**config.mk**
```make
export PLATFORM = sky130hd
export DESIGN_NAME = alu_seq
export DESIGN_NICKNAME = d
export VERILOG_FILES = /design/src/rtl/alu_seq_pkg.sv /design/src/rtl/alu_seq_mul.sv /design/src/rtl/alu_seq.sv
export SDC_FILE = /design/constraint.sdc
export NUM_CORES = 1
export LEC_CHECK = 0
export ABC_AREA = 1
export BUFFER_PORTS_ARGS = -buffer_cell sky130_fd_sc_hd__clkbuf_2
export CAP_MARGIN = 10
export CORE_MARGIN = 3
export CORE_UTILIZATION = 35
export DETAILED_ROUTE_END_ITERATION = 16
export PLACE_DENSITY = 0.57
export SETUP_SLACK_MARGIN = 0.4
export SYNTH_ARGS = -nofsm -noshare
export SYNTH_HDL_FRONTEND = slang
export SYNTH_HIERARCHICAL = 1
export SYNTH_SLANG_ARGS = --single-unit
export TNS_END_PERCENT = 10
```
**constraint.sdc**
```tcl
create_clock -name clk -period 2.11 [get_ports clk]
set_clock_uncertainty 0.15 [all_clocks]
set_input_delay 0.211 -clock clk [delete_from_list [all_inputs] [get_ports clk]]
set_output_delay 0.211 -clock clk [all_outputs]
set_load 0.01 [all_outputs]
```
**src/rtl/alu_seq_pkg.sv**
```systemverilog
// Shared definitions for the sequential ALU: opcode encodings and FSM states.
package alu_seq_pkg;

    localparam logic [3:0] OP_ADD = 4'b0000;
    localparam logic [3:0] OP_SUB = 4'b0001;
    localparam logic [3:0] OP_NOT = 4'b0010;
    localparam logic [3:0] OP_AND = 4'b0011;
    localparam logic [3:0] OP_OR  = 4'b0100;
    localparam logic [3:0] OP_XOR = 4'b0101;
    localparam logic [3:0] OP_LT  = 4'b0110;
    localparam logic [3:0] OP_EQ  = 4'b0111;
    localparam logic [3:0] OP_MUL = 4'b1000;

    // IDLE waits for work, BUSY runs the multiplier, HOLD presents a result.
    typedef enum logic [1:0] {
        ST_IDLE = 2'd0,
        ST_BUSY = 2'd1,
        ST_HOLD = 2'd2
    } state_t;

endpackage

```
**src/rtl/alu_seq_mul.sv**
```systemverilog
// Shift-add multiplier: one multiplier bit per cycle into a 2*WIDTH accumulator.
// done_o is high during the last step; product_o already includes that step,
// so the caller can register the final product on the same edge.
module alu_seq_mul #(
    parameter int WIDTH = 4
) (
    input  logic               clk,
    input  logic               rst,
    input  logic               start_i,
    input  logic [WIDTH-1:0]   a_i,
    input  logic [WIDTH-1:0]   b_i,
    output logic               done_o,
    output logic [2*WIDTH-1:0] product_o
);

    localparam int CW = $clog2(WIDTH + 1);

    logic [2*WIDTH-1:0] mcand_q;
    logic [WIDTH-1:0]   mplier_q;
    logic [2*WIDTH-1:0] acc_q;
    logic [CW-1:0]      count_q;
    logic [2*WIDTH-1:0] accNext;

    // Partial product for the current multiplier bit added to the running sum.
    always_comb begin
        accNext = acc_q + (mplier_q[0] ? mcand_q : '0);
    end

    assign product_o = accNext;
    assign done_o    = (count_q == CW'(1));

    // Load operands on start, then shift one bit per cycle until the count runs out.
    always_ff @(posedge clk or posedge rst) begin
        if (rst) begin
            mcand_q  <= '0;
            mplier_q <= '0;
            acc_q    <= '0;
            count_q  <= '0;
        end else if (start_i) begin
            mcand_q  <= {{WIDTH{1'b0}}, a_i};
            mplier_q <= b_i;
            acc_q    <= '0;
            count_q  <= CW'(WIDTH);
        end else if (count_q != '0) begin
            acc_q    <= accNext;
            mcand_q  <= mcand_q << 1;
            mplier_q <= mplier_q >> 1;
            count_q  <= count_q - CW'(1);
        end
    end

endmodule

```
**src/rtl/alu_seq.sv**
```systemverilog
// Sequential ALU with valid/ready handshakes on both sides. Single-cycle ops
// are computed from the request inputs and registered on the accept edge;
// MUL is handed to the shift-add multiplier and registered when it finishes.
module alu_seq
    import alu_seq_pkg::*;
#(
    parameter int WIDTH = 4
) (
    input  logic             clk,
    input  logic             rst,
    input  logic             in_valid,
    output logic             in_ready,
    input  logic [3:0]       in_op,
    input  logic [WIDTH-1:0] in_a,
    input  logic [WIDTH-1:0] in_b,
    output logic             out_valid,
    input  logic             out_ready,
    output logic [WIDTH-1:0] out_res,
    output logic             out_zero,
    output logic             out_carry,
    output logic             out_overflow,
    output logic             out_err
);

    state_t             state_q, state_d;
    logic [WIDTH-1:0]   outRes_q;
    logic               outZero_q, outCarry_q, outOverflow_q, outErr_q;

    logic [WIDTH:0]     addSum, subSum;
    logic [WIDTH-1:0]   aluRes;
    logic               aluCarry, aluOvf, aluErr;
    logic               accept, isMul, mulStart, loadAlu, loadMul;
    logic               mulDone;
    logic [2*WIDTH-1:0] mulProduct;

    alu_seq_mul #(.WIDTH(WIDTH)) uMul (
        .clk       (clk),
        .rst       (rst),
        .start_i   (mulStart),
        .a_i       (in_a),
        .b_i       (in_b),
        .done_o    (mulDone),
        .product_o (mulProduct)
    );

    // Single-cycle datapath; SUB is a + ~b + 1 so carry-out means no borrow.
    always_comb begin
        addSum   = {1'b0, in_a} + {1'b0, in_b};
        subSum   = {1'b0, in_a} + {1'b0, ~in_b} + {{WIDTH{1'b0}}, 1'b1};
        aluRes   = '0;
        aluCarry = 1'b0;
        aluOvf   = 1'b0;
        aluErr   = 1'b0;
        case (in_op)
            OP_ADD: begin
                aluRes   = addSum[WIDTH-1:0];
                aluCarry = addSum[WIDTH];
                aluOvf   = (in_a[WIDTH-1] == in_b[WIDTH-1]) && (addSum[WIDTH-1] != in_a[WIDTH-1]);
            end
            OP_SUB: begin
                aluRes   = subSum[WIDTH-1:0];
                aluCarry = subSum[WIDTH];
                aluOvf   = (in_a[WIDTH-1] != in_b[WIDTH-1]) && (subSum[WIDTH-1] != in_a[WIDTH-1]);
            end
            OP_NOT:  aluRes = ~in_a;
            OP_AND:  aluRes = in_a & in_b;
            OP_OR:   aluRes = in_a | in_b;
            OP_XOR:  aluRes = in_a ^ in_b;
            OP_LT:   aluRes = {{(WIDTH-1){1'b0}}, ($signed(in_a) < $signed(in_b))};
            OP_EQ:   aluRes = {{(WIDTH-1){1'b0}}, (in_a == in_b)};
            OP_MUL:  aluRes = '0;
            default: aluErr = 1'b1;
        endcase
    end

    // Handshake outputs, load strobes and next state.
    always_comb begin
        state_d   = state_q;
        in_ready  = 1'b0;
        out_valid = 1'b0;
        case (state_q)
            ST_IDLE: in_ready = 1'b1;
            ST_HOLD: begin
                out_valid = 1'b1;
                in_ready  = out_ready;
            end
            default: ;
        endcase
        isMul    = (in_op == OP_MUL);
        accept   = in_valid && in_ready;
        mulStart = accept && isMul;
        loadAlu  = accept && !isMul;
        loadMul  = (state_q == ST_BUSY) && mulDone;
        case (state_q)
            ST_IDLE: if (accept) state_d = isMul ? ST_BUSY : ST_HOLD;
            ST_BUSY: if (mulDone) state_d = ST_HOLD;
            ST_HOLD: if (out_ready) state_d = accept ? (isMul ? ST_BUSY : ST_HOLD) : ST_IDLE;
            default: state_d = ST_IDLE;
        endcase
    end

    // State register and result stage; the result only changes on a load strobe.
    always_ff @(posedge clk or posedge rst) begin
        if (rst) begin
            state_q       <= ST_IDLE;
            outRes_q      <= '0;
            outZero_q     <= 1'b0;
            outCarry_q    <= 1'b0;
            outOverflow_q <= 1'b0;
            outErr_q      <= 1'b0;
        end else begin
            state_q <= state_d;
            if (loadAlu) begin
                outRes_q      <= aluRes;
                outZero_q     <= (aluRes == '0);
                outCarry_q    <= aluCarry;
                outOverflow_q <= aluOvf;
                outErr_q      <= aluErr;
            end else if (loadMul) begin
                outRes_q      <= mulProduct[WIDTH-1:0];
                outZero_q     <= (mulProduct[WIDTH-1:0] == '0);
                outCarry_q    <= 1'b0;
                outOverflow_q <= |mulProduct[2*WIDTH-1:WIDTH];
                outErr_q      <= 1'b0;
            end
        end
    end

    assign out_res      = outRes_q;
    assign out_zero     = outZero_q;
    assign out_carry    = outCarry_q;
    assign out_overflow = outOverflow_q;
    assign out_err      = outErr_q;

endmodule

```
# Yosys cells after proc, flatten, opt, wreduce, memory -nomap -nowiden
# Index checks and enable logic that the tools add are counted.
# totals
reg_bits,33
in_bits,16
out_inout_bits,10
word_cells,87
# op_classes
n_addsub,5
order_cmp,1
n_eq_ne,19
n_mux,30
bitwise,5
n_reduce_logical,17
# op_table
operator,n
8-bit two-way mux,5
4-bit case mux with 8 select lines,1
4-bit by 3-bit == test with 1-bit output (second input constant),4
4-bit two-way mux,4
4-bit zero test,3
4-bit by 4-bit adder with 5-bit output,2
2-bit two-way mux,5
1-bit two-way mux,9
9-bit OR reduction,1
8-bit adder,1
4-bit by 2-bit == test with 1-bit output (second input constant),2
4-bit inverter,2
1-bit logical AND,6
3-bit two-way mux,2
2-bit != test (second input constant),3
1-bit case mux with 2 select lines,3
2-bit case mux with 3 select lines,1
5-bit by 1-bit adder with 5-bit output (second input constant),1
4-bit bitwise AND,1
4-bit by 1-bit == test with 1-bit output (second input constant),1
4-bit == test,1
4-bit == test (second input constant),1
4-bit < comparator,1
4-bit OR,1
13 further kinds,16

# Longest topological paths before layout
# logic_depth
ltp_word,7
mapped_depth,15
ltp_nobuf,14

# Cells and area by module
# The synthesis kept the hierarchy.
# by_module_without_submodules
module,n_inst,cells_each,area_per_inst_um2,seq_area_each_um2
alu_seq_mul,1,170,1405.1,575.6
alu_seq,1,183,1172.4,250.2

# Worst setup path after synthesis
# No wires, ideal clock.
# synth_timing
path_kind,flip-flop to flip-flop
startpoint,register uMul.mplier_q[0]
endpoint,"register outOverflow_q, in the netlist out_overflow"
setup_ns,0.121
arrival_ns,1.953
required_time_ns,1.839
setup_slack_ns,-0.114
stages_incl_launch_ff,15
path_buffers,1
synth_period_minus_slack_ns,2.224
cell_sequence,dfrtp_1 -> buf_6 -> nand2_1 -> inv_1 -> ha_1 -> fa_1 -> nand2_1 -> nand2_1 -> nand3b_1 -> nand3_1 -> and2_1 -> nor4_1 -> o21ai_0 -> nand2_1 -> o21ai_2
# synth_between
elab_chain_cells,5
# synth_rtl
item,line,text
"start, declared",alu_seq_mul.sv:19,logic [WIDTH-1:0] mplier_q;
"start signal, assigned",alu_seq_mul.sv:41,mplier_q <= b_i;
"start signal, assigned",alu_seq_mul.sv:47,mplier_q <= mplier_q >> 1;
8-bit two-way mux,alu_seq_mul.sv:26,accNext = acc_q + (mplier_q[0] ? mcand_q : '0);
8-bit adder,alu_seq_mul.sv:26,
net mulProduct[6],alu_seq.sv:34,logic [2*WIDTH-1:0] mulProduct;
4-bit OR reduction,alu_seq.sv:123,outOverflow_q <= |mulProduct[2*WIDTH-1:WIDTH];
1-bit two-way mux,alu_seq.sv:119,end else if (loadMul) begin
1-bit two-way mux,alu_seq.sv:113,if (loadAlu) begin
"end signal, assigned",alu_seq.sv:117,outOverflow_q <= aluOvf;
"end signal, assigned",alu_seq.sv:123,
"end, declared",alu_seq.sv:27,"logic outZero_q, outCarry_q, outOverflow_q, outErr_q;"
# The timed path passes the listed nets, and every way through them passes these cells. The select of a mux whose other input is x is not followed.
# A chain may end at the register's enable or synchronous reset.

# Final worst setup path
# layout_timing
startpoint,register uMul.mplier_q[0]
endpoint,register uMul.acc_q[6]
# layout_between
elab_chain_cells,4
# layout_rtl
item,line,text
8-bit two-way mux,alu_seq_mul.sv:26,
8-bit adder,alu_seq_mul.sv:26,
8-bit two-way mux,alu_seq_mul.sv:44,end else if (count_q != '0) begin
8-bit two-way mux,alu_seq_mul.sv:39,end else if (start_i) begin
"end signal, assigned",alu_seq_mul.sv:45,acc_q <= accNext;
"end, declared",alu_seq_mul.sv:20,logic [2*WIDTH-1:0] acc_q;
# Every way passes these cells. The select of a mux whose other input is x is not followed.

==> metrics.md <==
| Metric | Value |
|---|---|
| Area of the core | 6980 um^2 |
| Die ar. | 8430 um^2 |
| Syn Inst Count | 353 |
| Post-synthesis sequential area ratio | 0.320 |
| CTS tree | yes |
| Setup WS post-layout | -141 ps |
| Fin Hold WS | 45.3 ps |
| Drt initial violations | 113 |
| Initial core utilization | 0.369 |
| Commonest non-fill, non-tap cells in the layout | nand2_1, inv_1, dfrtp_1, nor2_1, clkbuf_2 |
| GP Congestion | 0.895 |
| Die span in x | 91.8 um |
| Std cell rows | 30 |
| Final Instance Area | 3320 um^2 |
| Post-layout power | 2.71 mW |
| CTS Buffer Depth | 2 |
| Post-layout util | 0.475 |
| Post-Syn Nets | 394 |
| Post-Route WL | 6670 um |
| Inserted Clock Buffers | 5 |
| Final hold vios | 0 |
| Int Power | 1.63 mW |
| Max-cap check violation count | 0 |
| Mapped cell area | 2580 um^2 |
| RSZ-0062 raised after global routing | true |
| Height of the die | 91.8 um |
| Detailed placement HPWL | 4950 um |
| Power per Cell Area | 817 nW/um^2 |
| F_max | 444 MHz |
| Vias per cell | 4.76 |
| H-Tree Depth | 2 |
| CP startpoint kind | flop |
| Root buffer cell | clkbuf_8 |
| CTS sink count | 33 |
| FILL cells | 742 |
| Commonest non-fill, non-tap cell in the layout | nand2_1 |
| Multi-input logic area | 1660 um^2 |
| CP Class | flop to flop |
| Share of layout cells above drive strength 1 | 0.305 |
| Pins Over Slew Limit | 0 |
| ANT nets after route | 0 |
| Worst Tran Pin Value | 403 ps |
| Initial antenna violation count | 0 |
| Clock Power Share | 0.173 |
| Total GRT Usage | 0.163 |
| Placed Instance Area | 2960 um^2 |
| Top-level I/O count | 26 |
| Clock Latency Late Sink | 280 ps |
| Area Overhead vs Synth | 28.7% |
| Total grt overflow | 0 |
| Final non-filler cell total | 509 |
| Seq cells post-synth | 33 |
| Post-synth cell types | 41 |
| Final net count | 453 |
| Crit Path Max Fanout | 5 |
| Mean Syn Cell Area | 7.30 um^2 |
| Placed Cells | 492 |
| DRT Pass-1 Iters | 5 |
| Combinational share of power | 0.494 |
| Max IR drop VDD | 0.280 mV |
| DR DRC count | 0 |
| Port Buffers | 25 |
| Violated checks | setup timing |
| Hold/Removal Path Class | input pin to flop |
| Leakage | 1.78 nW |
| Minimum clock period | 2250 ps |
| Setup crit end kind | flop |
| Sw Ratio | 0.400 |
| DR vias | 2421 |
| Relative slew slack | 0.731 |
| Switching pwr | 1.08 mW |
| Dpl ws | -274 ps |
| Number of diodes | 0 |
| Critical path required time | 2140 ps |
| Clk slew on worst S/H paths | 70 ps |
| Status | finished with violations |
| Global-route wire length before repair | 11300 um |
| Sequential Area | 827 um^2 |
| Fin Setup TNS | -334 ps |
| # setup viols final | 4 |
| Sequential share of power | 0.334 |
| Largest net degree at the start of global routing | 19 |
| Arr. time, crit path | 2280 ps |
| Synth warn | 6 |
| Fin crit share | 1.07 |
| WL per Instance | 13.1 um |
| Vias in the first global route | 2406 |
## worst paths after layout
kind	startpoint	endpoint	slack (ps)	cells past startpoint
worst max-delay path	uMul/mplier_q[0]	uMul/acc_q[6]	-140	14
worst min-delay path	out_ready	state_q[1]	50	4
worst max register to register	uMul/mplier_q[0]	uMul/acc_q[6]	-140	14
worst min register to register	out_carry	out_carry	330	1
max in group asynchronous	rst	uMul/mplier_q[0]	1010	4
min in group asynchronous	rst	uMul/acc_q[5]	260	3
## kinds of logic after synthesis
family,share of synthesized area
adder cells (fa/ha/maj),0.130
flip-flops,0.320
buffers and inverters,0.106
XOR/XNOR,0.0136
AO/OA/AOI/OAI,0.121
AND/OR/NAND/NOR,0.308
## state kept, by name (all words and copies together) (netlist names)
register,count
uMul/count_q,3
out_carry,1
out_overflow,1
uMul/acc_q,8
uMul/mplier_q,4
out_res,4
state_q,2
uMul/mcand_q,8
out_err,1
out_zero,1
## metal layers
layer,vias up,global-route usage,wire length [um]
met5,-,0,0
li1,1252,-,-
met2,56,0.265,3080
met3,4,0.0221,225
met4,0,0.0446,53
met1,1109,0.228,3310
## layout make-up
cell class | instances | area share
Clock buffer | 5 | 0.0207
Tap cell | 96 | 0.0362
Multi-Input combinational cell | 259 | 0.500
Sequential cell | 33 | 0.249
Clock inverter | 3 | 0.00528
Inverter | 55 | 0.0645
Timing Repair Buffer | 58 | 0.124
## worst max-delay path, cell delays in order (launching register included)
cell and delay (ps):
dfrtp_2 440, nand2_2 70, inv_2 40, ha_4 150
fa_2 370, nand2_2 90, nand2_2 80, nand3b_1 120
nand3_2 90, buf_6 130, buf_6 100, buf_6 100
buf_6 100, nand3_2 60, nand2_1 60
## power groups by stage
stage | clock [mW] | combinational [mW] | sequential [mW]
after floorplan | 0 | 0.727 | 0.882
after global placement | 0 | 1.05 | 0.891
after detailed placement | 0 | 1.06 | 0.898
after CTS | 0.485 | 1.21 | 0.899
after global routing | 0.511 | 1.51 | 0.922
final | 0.468 | 1.34 | 0.905
## repair_timing
item	4_1_cts	5_1_grt
setup endpoints to repair	24	30
hold endpoints to repair	15	0
setup buffers	7	1
cloned	0	0
hold buffers	1	0
resized for setup	25	28
pin swaps	16	17
## synth_stat cells (all sizes together)
master | n | share of area
a22o | 3 | 0.011
inv | 55 | 0.083
xnor2 | 1 | 0.0034
o21ai | 20 | 0.040
dfrtp | 33 | 0.32
o211ai | 1 | 0.0029
ha | 22 | 0.11
nor2b | 1 | 0.0024
a32o | 1 | 0.0039
nand3b | 3 | 0.0087
and2 | 4 | 0.010
a21o | 1 | 0.0029
nor3 | 1 | 0.0019
buf | 6 | 0.023
xor2 | 3 | 0.010
a22oi | 4 | 0.012
fa | 3 | 0.023
or2 | 3 | 0.0073
nand4 | 2 | 0.0049
o221ai | 2 | 0.0068
nand2 | 98 | 0.15
o22ai | 2 | 0.0049
nor4 | 2 | 0.0049
nor2 | 38 | 0.068
nand3 | 26 | 0.052
a31oi | 1 | 0.0024
a21oi | 17 | 0.034
No activity file was read; power rests on OpenSTA's default activity.
